==> src/rtl/dma_arb.sv <==
// ============================================================================
// Module  : dma_arb
// Brief   : Round-robin DMA requester arbiter with in-order completion tags.
// Revision: 1.0
// ============================================================================
`default_nettype none

module dma_arb #(
    parameter int NREQ   = 4,
    parameter int TDEPTH = 4
) (
    input  logic              clk,
    input  logic              rst,
    input  logic [NREQ-1:0]   req,
    input  logic [NREQ*22-1:0] req_addr,
    input  logic [NREQ-1:0]   req_rnw,
    input  logic [NREQ*8-1:0] req_wd,
    output logic [NREQ-1:0]   ack,
    output logic [NREQ-1:0]   done,
    output logic [7:0]        rd,
    output logic              dma_req,
    output logic [21:0]       dma_addr,
    output logic              dma_rnw,
    output logic [7:0]        dma_wd,
    input  logic              dma_ack,
    input  logic              dma_end,
    input  logic [7:0]        dma_rd,
    output logic              err
);

    localparam int LW = (NREQ > 1) ? $clog2(NREQ) : 1;
    localparam int PW = (TDEPTH > 1) ? $clog2(TDEPTH) : 1;

    logic [LW-1:0] last;
    logic [LW-1:0] sel;
    logic          any_req;
    logic [PW-1:0] wp;
    logic [PW-1:0] rp;
    logic [PW:0]   count;
    logic [LW-1:0] tags [TDEPTH];
    logic          tag_full;
    logic          empty;
    logic          push;
    logic          pop;

    // First requesting slot searching upward from last+1, wrapping.
    always_comb begin
        int            pos;
        logic [LW-1:0] idx;
        logic          found;
        sel   = '0;
        found = 1'b0;
        pos   = 0;
        idx   = '0;
        for (int k = 1; k <= NREQ; k++) begin
            pos = (int'(last) + k) % NREQ;
            idx = LW'(pos);
            if (!found && req[idx]) begin
                found = 1'b1;
                sel   = idx;
            end
        end
    end

    always_comb begin
        dma_addr = '0;
        dma_rnw  = 1'b0;
        dma_wd   = '0;
        for (int i = 0; i < NREQ; i++) begin
            if (any_req && sel == LW'(i)) begin
                dma_addr = req_addr[22*i +: 22];
                dma_rnw  = req_rnw[i];
                dma_wd   = req_wd[8*i +: 8];
            end
        end
    end

    assign any_req  = |req;
    assign tag_full = (count == (PW+1)'(TDEPTH));
    assign empty    = (count == '0);
    assign dma_req  = any_req & ~tag_full & ~rst;
    assign push     = dma_req & dma_ack;
    assign pop      = dma_end & ~empty & ~rst;

    assign ack  = push ? (NREQ'(1) << sel) : '0;
    assign done = pop ? (NREQ'(1) << tags[rp]) : '0;
    assign rd   = pop ? dma_rd : '0;

    always_ff @(posedge clk or posedge rst) begin
        if (rst) begin
            last  <= LW'(NREQ-1);
            wp    <= '0;
            rp    <= '0;
            count <= '0;
            err   <= 1'b0;
        end else begin
            if (push) begin
                last <= sel;
                wp   <= wp + 1'b1;
            end
            if (pop) begin
                rp <= rp + 1'b1;
            end
            if (push && !pop) begin
                count <= count + 1'b1;
            end else if (pop && !push) begin
                count <= count - 1'b1;
            end
            // A completion with nothing outstanding is a sequencer protocol error.
            if (dma_end && empty) begin
                err <= 1'b1;
            end
        end
    end

    always_ff @(posedge clk) begin
        if (push) begin
            tags[wp] <= sel;
        end
    end

endmodule

`default_nettype wire

==> config.mk <==
export PLATFORM = sky130hd
export DESIGN_NAME = dma_arb
export DESIGN_NICKNAME = d
export VERILOG_FILES = /design/src/rtl/dma_arb.sv
export SDC_FILE = /design/constraint.sdc
export NUM_CORES = 1
export LEC_CHECK = 0
export ABC_AREA = 1
export CAP_MARGIN = 15
export CORE_UTILIZATION = 35
export DETAILED_ROUTE_END_ITERATION = 10
export GPL_TIMING_DRIVEN = 0
export PLACE_DENSITY_LB_ADDON = 0.2
export SLEW_MARGIN = 10
export SYNTH_ARGS = -nofsm -noshare
export SYNTH_HDL_FRONTEND = slang
export SYNTH_SLANG_ARGS = --single-unit
==> constraint.sdc <==
create_clock -name clk -period 2.7 [get_ports clk]
set_input_delay 0.27 -clock clk [delete_from_list [all_inputs] [get_ports clk]]
set_output_delay 0.27 -clock clk [all_outputs]
set_load 0.02 [all_outputs]
Word-level counts from Yosys, hierarchy flattened. Memory sizes are Yosys's and may differ from the RTL's. Index checks and enable logic that the tools add are counted.

$add $sub $neg: 8. $lt $le $gt $ge: 4. Equal/unequal tests: 4. Shift-type cells: 2. Mux-type cells: 34. Bitwise logic cells: 8. Reductions and logical operators: 19.

Operator list (number): 2-to-1 mux 22 bit (4); 2-to-1 mux 8 bit (5); 2-to-1 mux 1 bit (13); less-than comparator 2 x 3 -> 1 bit, second input constant (4); logical AND 1 bit (10); adder 2 x 1 -> 2 bit, second input constant (4); binary-select mux 1 bit (select 2 bit) (4); 2-to-1 mux 2 bit (4); 2-to-1 mux 4 bit (2); left shift 1 x 2 -> 4 bit, first input constant (2); 2-to-1 mux 3 bit (2); bitwise AND 1 bit (5); logical NOT 1 bit (5); adder 2 bit, second input constant (2); == test 2 bit, second input constant (2); OR reduction 4 bit (1); adder 3 x 1 -> 3 bit, second input constant (1); == test 3 bit, second input constant (1); logical NOT 3 bit (1); inverter 1 bit (3); subtractor 3 x 1 -> 3 bit, second input constant (1); == test 2 x 1 -> 1 bit, second input constant (1); logical NOT 2 bit (1); nonzero test 2 bit (1).

Register bits: 10. RAM bits: 8. Bits of input ports: 140. Word-level logic and storage cells: 85. Memories: 1.

Memory list: tags (words 4, bits a word 2, rd ports 1, clocked after Yosys merged registers in 0, wr ports 1, RTL line 40) `logic [LW-1:0] tags [TDEPTH];`.

Logic depth before layout (Yosys ltp). Gate-level depths: netlist of run 1.

Depth in word-level cells: 19. Depth in mapped cells: 16.

Worst setup path before layout of run 1. No wires, ideal clock.

Kind: reg2reg. Start point: reg count[2]. End point: reg count[2]. Setup time: 0.131 ns. Data arrival time: 2.301 ns. Data required time: 2.569 ns. Setup slack: 0.268 ns. Cell stages (with the launch flop): 12. Period minus slack after synthesis: 2.432 ns. Cells stage by stage: dfrtp_1 > inv_1 > nor3_1 > nor3_1 > nand2_1 > inv_1 > ha_1 > inv_1 > fa_1 > a21oi_1 > o21ai_0 > xor2_1.

Cells in the longest elaborated chain, start to end: 8. Elaborated cells between the ends (all ways): 18.

RTL lines: from (decl) (RTL line 39) `logic [PW:0] count;`; from (signal assigned) (RTL line 105) `count <= count + 1'b1;`; from (signal assigned) (RTL line 107) `count <= count - 1'b1;`; == test 3 bit (*) (RTL line 79) `assign tag_full = (count == (PW+1)'(TDEPTH));`; inverter 1 bit (*) (RTL line 81) `assign dma_req = any_req & ~tag_full & ~rst;`; bitwise AND 1 bit (*) (2 in a row) (RTL line 81); named net dma_req (RTL line 21) `output logic dma_req,`; bitwise AND 1 bit (*) (RTL line 82) `assign push = dma_req & dma_ack;`; named net push (RTL line 43) `logic push;`; logical NOT 1 bit (RTL line 106) `end else if (pop && !push) begin`; logical AND 1 bit (RTL line 106); nonzero test 2 bit (no source line).

The timed path passes the listed nets; every way through them passes the cells marked *. The select of a mux whose other input is x is not followed. A chain may end at the register's enable or synchronous reset.

Worst setup path after layout of run 1.
Start point: reg last[0]. End point: out dma_addr[2].

Cells in the longest elaborated chain, start to end: 19. Elaborated cells between the ends (all ways): 37.

RTL lines: from (decl) (RTL line 34) `logic [LW-1:0] last;`; from (signal assigned) (RTL line 91) `last <= LW'(NREQ-1);`; from (signal assigned) (RTL line 98) `last <= sel;`; adder 2 x 1 -> 2 bit (RTL line 56) `pos = (int'(last) + k) % NREQ;`; binary-select mux 1 bit (select 2 bit) (RTL line 58) `if (!found && req[idx]) begin`; 2-to-1 mux 1 bit (not written as such) (RTL line 58); 2-to-1 mux 1 bit (RTL line 58); logical NOT 1 bit (RTL line 58); logical AND 1 bit (RTL line 58); 2-to-1 mux 1 bit (RTL line 58); logical NOT 1 bit (RTL line 58); logical AND 1 bit (RTL line 58); 2-to-1 mux 1 bit (RTL line 58); logical NOT 1 bit (RTL line 58); logical AND 1 bit (RTL line 58); 2-to-1 mux 2 bit (*) (RTL line 58); logical NOT 2 bit (RTL line 70) `if (any_req && sel == LW'(i)) begin`; logical AND 1 bit (RTL line 70); 2-to-1 mux 22 bit (3 in a row) (RTL line 70); 2-to-1 mux 22 bit (*) (RTL line 70); to (decl) (RTL line 22) `output logic [21:0] dma_addr,`.

Every way passes the cells marked *; elsewhere a longest branch is shown, timed or not. The select of a mux whose other input is x is not followed.

==> reports/results.ini, run 1 <==
[run_status]
outcome=finished, violations left
violations=setup timing

[layout]
layout-drive-gt1-share=0.224
finalNetCount=804
antenna_cells=0
fin_cells=753
area_delta_synth_final_pct=101

[placement]
pre_cts_slack_ns=-0.373
numPlacedInstances=727
port_buffers=188
gp_congestion=0.834
dp_hpwl_um=8130

[global_route]
grt_max_degree=14
grt_pass1_wl_um=15400
overflow=0
grt.total_usage=0.249
antenna_found_initial=0
grt_pass1_vias=3533

[timing]
worst_pin_slew_ns=0.514
fin_crit_ns=2.78
post-route-period-util=1.03
whs_ns=0.344
hold_viol=0
rsz0062_at_grt=true
tns_ns=-1.55
fmax_ghz=0.359
slew_viol_final=0
maxSlewHeadroom=0.654
worst_slack_ns=-0.0839
clock_skew_ns=0.00352
final-setup-viol-count=32

[yosys]
synth_commonest_cells=nand2_1 (130), nand3_1 (70), inv_1 (57)
synth_edf_count=8
yosys_register_bits=18
ys_types=33
syn_avg_cell_area_um2=5.83
syn-cell-area_mm2=0.00258
synthCells=443
ys.flop_type=edfxtp_1
synth_top_area_share=0.189
async_reset_ff_frac=0.556
seq_area_frac_synth=0.191
synth_nets=589
synth_most_common_cell=nand2_1
yosys_warnings=0
yosysTopAreaCell=nand2_1
ys_top_cells_by_area=nand2_1 (19%), nand3_1 (14%), edfxtp_1 (9.3%), inv_1 (8.3%), nand4_1 (8.2%)

[critical_path]
ff2ff_path_depth=7
critical_path_required_ns=2.43
endpoint_kind=output port
crit_type=register to output port
worstPathArrival_ns=2.51
crit_fanout=9
cp-start-kind=register

[clock_network]
clk_path_buf_depth=2
holdBufCountCts=0
clockRootBuffer=clkbuf_8
cts_tree=done
clock_latency_ns=0.26
cts.clk_slew.worst_paths_ns=0.07
cts_buffers=3
cts_max_level=1
cts_num_sinks=18

[drt]
routed_wl_um=10700
viasPerCell=4.98
wire_per_inst_um=14.3
ant_nets=0
num_vias=3748
initialDrtViolationCount=141
first_pass_iters=4
drc=0

[floorplanning]
coreArea_mm2=0.00694
die_y_um=87.9
die_x_um=87.9
start_util=0.372
ios=189
dieArea_mm2=0.00772
rows=30

[worst_hold_path]
hold_path_class=primary input to async pin

[job]
cap_violations=0

-- state kept, by name, indices dropped and copies added, names as in the netlist --
register / cells
tags: 8
rp: 2
last: 2
count: 3
err: 1
wp: 2
-- cell usage in the layout, fill, tap and decap left out, types with 8 or more instances in the layout --
cell / Yosys / routed
clkdlybuf4s50_1: 0 / 153
dfrtp_1: 8 / 8
nand3_1: 70 / 58
o21ai_0: 24 / 23
edfxtp_1: 8 / 8
nand2_1: 130 / 117
nand4_1: 34 / 34
nand2_2: 11 / 14
inv_1: 57 / 57
nand3_2: 1 / 12
buf_6: 6 / 33
buf_4: 0 / 29
nor2_1: 23 / 23
nand2_4: 2 / 12
-- cell type report --
| class | count | area [µm²] |
|---|---|---|
| timing repair buffer | 211 | 2160 |
| multi-input combinational | 332 | 1870 |
| fill | 542 | 1750 |
| sequential | 18 | 493 |
| buffer | 30 | 264 |
| inverter | 62 | 240 |
| tap | 96 | 120 |
| clock buffer | 3 | 41.3 |
| clock inverter | 1 | 3.75 |
-- repair_timing --
action / 4_1_cts / 5_1_grt
buffers inserted: 4 / 14
endpoints found under the setup margin: 35 / 35
pin swaps: 2 / 18
gates resized for setup: 174 / 115
gates cloned: 0 / 5
-- worst paths after layout --
check	from	end	slack [ns]
min	rst	count[1]$_DFFE_PP0P_	0.34
max in group asynchronous	rst	last[1]$_DFFE_PP1P_	2.04
max reg2reg	count[0]$_DFFE_PP0P_	count[1]$_DFFE_PP0P_	0.45
max	last[0]$_DFFE_PP1P_	dma_addr[2]	-0.08
min in group clk	err$_DFFE_PP0P_	err$_DFFE_PP0P_	0.47
min reg2reg	err$_DFFE_PP0P_	err$_DFFE_PP0P_	0.47
-- metal layers --
metal  track usage  vias up  share of wire
li1              -     1874              -
met1         0.276     1691           0.37
met2         0.467      150           0.53
met3        0.0528       33          0.073
met4        0.0894        0          0.032
met5             0        -              0
-- logic make-up after synthesis --
logic type | after synthesis | share of synthesized area
flops | 18 | 0.191
buf+inv | 93 | 0.160
mux | 1 | 0.00436
simple gates | 281 | 0.517
compound gates | 40 | 0.0814
fa+ha+maj | 6 | 0.0320
xor+xnor | 4 | 0.0136
-- through the flow --
step	instance area (µm²)	util
4_1_cts	4590	0.662
2_1_floorplan	2580	-
5_1_grt	5200	0.748
6_report	5200	0.748
3_5_place_dp	4580	0.660
3_3_place_gp	4580	0.660
-- worst max-delay path, cell delays in order, from the launching register on --
cell and delay [ns]:
dfstp_2 0.58, buf_8 0.14, inv_8 0.05, nand2_4 0.07, nand2_4 0.06, nand2_4 0.09, nand2_4 0.08, nor2_8 0.15
nand4_4 0.17, nand2_4 0.16, clkbuf_16 0.17, clkbuf_16 0.13, nand3_1 0.07, nand3_1 0.08, nand2_1 0.05, nand2_1 0.07
buf_6 0.12
Power of run 1 is not shown: default switching activity piles up to over one toggle a cycle in this logic, so the estimate is an artifact.
==> inputs of run 2 (changes only) <==
--- a/config.mk
+++ b/config.mk
@@ -7,7 +7,9 @@
 export LEC_CHECK = 0
 export ABC_AREA = 1
 export CAP_MARGIN = 15
-export CORE_UTILIZATION = 35
+export CELL_PAD_IN_SITES_DETAIL_PLACEMENT = 0
+export CELL_PAD_IN_SITES_GLOBAL_PLACEMENT = 1
+export CORE_UTILIZATION = 22
 export DETAILED_ROUTE_END_ITERATION = 10
 export GPL_TIMING_DRIVEN = 0
 export PLACE_DENSITY_LB_ADDON = 0.2
==> reports/results.ini, run 2 (synthesized netlist as in run 1, its figures left out) <==
[run_status]
outcome=complete, no violations

[clock_network]
cts.clk_slew.worst_paths_ns=0.05  ; -0.02 ns
holdBufCountCts=0  ; unchanged
cts_tree=done
clock_latency_ns=0.25  ; about the same
clockRootBuffer=clkbuf_16
clk_path_buf_depth=2  ; unchanged
cts_max_level=1  ; unchanged
cts_num_sinks=18  ; unchanged
cts_buffers=3  ; unchanged

[layout]
regMostFlops=tags
reg_top3=tags (8), count (3)
multi_input_area_mm2=0.00185  ; -1.2%
area_delta_synth_final_pct=103
mostFrequentLayoutCell=clkdlybuf4s50_1
final_cell_mix=clkdlybuf4s50_1 (153), nand2_1 (116), nand3_1 (66), inv_1 (57), nand4_1 (34)
finalNetCount=800  ; -0.50%
largest_reg_flops=8  ; unchanged
register_area_um2=493  ; unchanged
nFillCells=1215  ; +120%
layout-drive-gt1-share=0.210  ; -0.0139
antenna_cells=0  ; unchanged

[critical_path]
crit_type=register to output port
critical_path_required_ns=2.43  ; about the same
worstPathArrival_ns=2.39  ; -0.12 ns
ff2ff_path_depth=7  ; unchanged
critPathMaxStageDelay_ns=0.53  ; -0.05 ns
path_common_cell=nand2_4
cp-start-kind=register
slowest_stage=dfstp_2
endpoint_kind=output port
crit_fanout=9  ; unchanged
crit_chain=buf_8, inv_8, nand2_4, nand2_4, nand2_4, buf_4, nand4_1, nand3_4, nand2_4, buf_12, clkbuf_16, nand3_1, nand3_1, nand2_1, nand2_2, buf_6

[timing]
maxSlewHeadroom=0.654  ; about the same
worst_pin_slew_ns=0.515  ; +0.000109 ns
fmax_ghz=0.376  ; +4.6%
worst_slack_ns=0.0374  ; +0.121 ns
rsz0062_at_grt=true
fin_crit_ns=2.66  ; -0.121 ns
post-route-period-util=0.986  ; -0.0449
final-setup-viol-count=0  ; -100%
slew_viol_final=0  ; unchanged
tns_ns=0  ; +1.55 ns
clock_skew_ns=0.00207  ; -0.00145 ns
hold_viol=0  ; unchanged

[placement]
gp_congestion=0.818  ; -2.0%
port_buffers=188  ; unchanged
dp_hpwl_um=8540  ; +5.1%
pre_cts_slack_ns=-0.433  ; -0.0603 ns

[job]
cap_violations=0  ; unchanged

[floorplanning]
coreArea_mm2=0.0114  ; +64%
dieArea_mm2=0.0122  ; +58%
start_util=0.226  ; -0.146
ios=189  ; unchanged
rows=39  ; +30%
die_x_um=110  ; +26%
die_y_um=110  ; +26%

[drt]
initialDrtViolationCount=104  ; -26%
viasPerCell=4.59  ; -7.8%
routed_wl_um=11100  ; +3.1%
first_pass_iters=4  ; unchanged
wire_per_inst_um=13.9  ; -2.5%
drc=0  ; unchanged
ant_nets=0  ; unchanged
num_vias=3653  ; -2.5%

[global_route]
grt_pass1_wl_um=16200  ; +5.5%
overflow=0  ; unchanged
grt_pass1_vias=3441  ; -2.6%
grt.total_usage=0.171  ; -0.0788
grt_max_degree=14  ; unchanged
antenna_found_initial=0  ; unchanged

[worst_hold_path]
hold_path_class=primary input to async pin

## run 2: repair_timing
| action | 4_1_cts | 5_1_grt |
|---|---|---|
| pin swaps | 5 | 29 |
| gates cloned | 1 | 3 |
| endpoints found under the setup margin | 35 | 35 |
| setup buffers | 10 | 7 |
| gates resized for setup | 174 | 113 |
## run 2: final cells by class
type	instances	share of cell area
Timing Repair Buffer	209	0.407
Multi-Input combinational cell	332	0.353
Sequential cell	18	0.0940
Buffer	28	0.0513
Inverter	62	0.0458
Tap cell	143	0.0341
Clock buffer	4	0.0150
## run 2: critical path: cells and delay by family (launching register included)
family / cells / cell delay, ns
simple gates: 10 / 0.85
flops: 1 / 0.53
buf+inv: 6 / 0.73
## run 2: worst paths after layout
| check | start | endpoint | slack (ns) |
|---|---|---|---|
| setup / recovery | last[0]$_DFFE_PP1P_ | dma_addr[5] | 0.04 |
| setup reg to reg | count[0]$_DFFE_PP0P_ | count[1]$_DFFE_PP0P_ | 0.40 |
| min in group clk | err$_DFFE_PP0P_ | err$_DFFE_PP0P_ | 0.47 |
| hold reg to reg | err$_DFFE_PP0P_ | err$_DFFE_PP0P_ | 0.47 |
| hold / removal | rst | err$_DFFE_PP0P_ | 0.36 |
| max in group asynchronous | rst | last[0]$_DFFE_PP1P_ | 2.02 |
## run 2: through the flow
step | instance area [µm²] | utilization | instances | hold slack (ns)
2_1_floorplan | 2580 | - | 443 | 0.109
3_3_place_gp | 4640 | 0.407 | 774 | 0.441
3_5_place_dp | 4640 | 0.407 | 774 | 0.463
4_1_cts | 4760 | 0.417 | 787 | 0.381
5_1_grt | 5250 | 0.459 | 796 | 0.415
6_report | 5250 | 0.459 | 796 | 0.363
## run 2: routing by layer
layer	up-vias	GRT usage	wire, µm	share of wire
met1	1632	0.199	4330	0.39
met5	-	0	0	0
met3	17	0.0464	953	0.086
li1	1865	-	-	-
met4	0	0.0404	182	0.016
met2	139	0.307	5600	0.51
Power of run 2 is left out for the same reason.
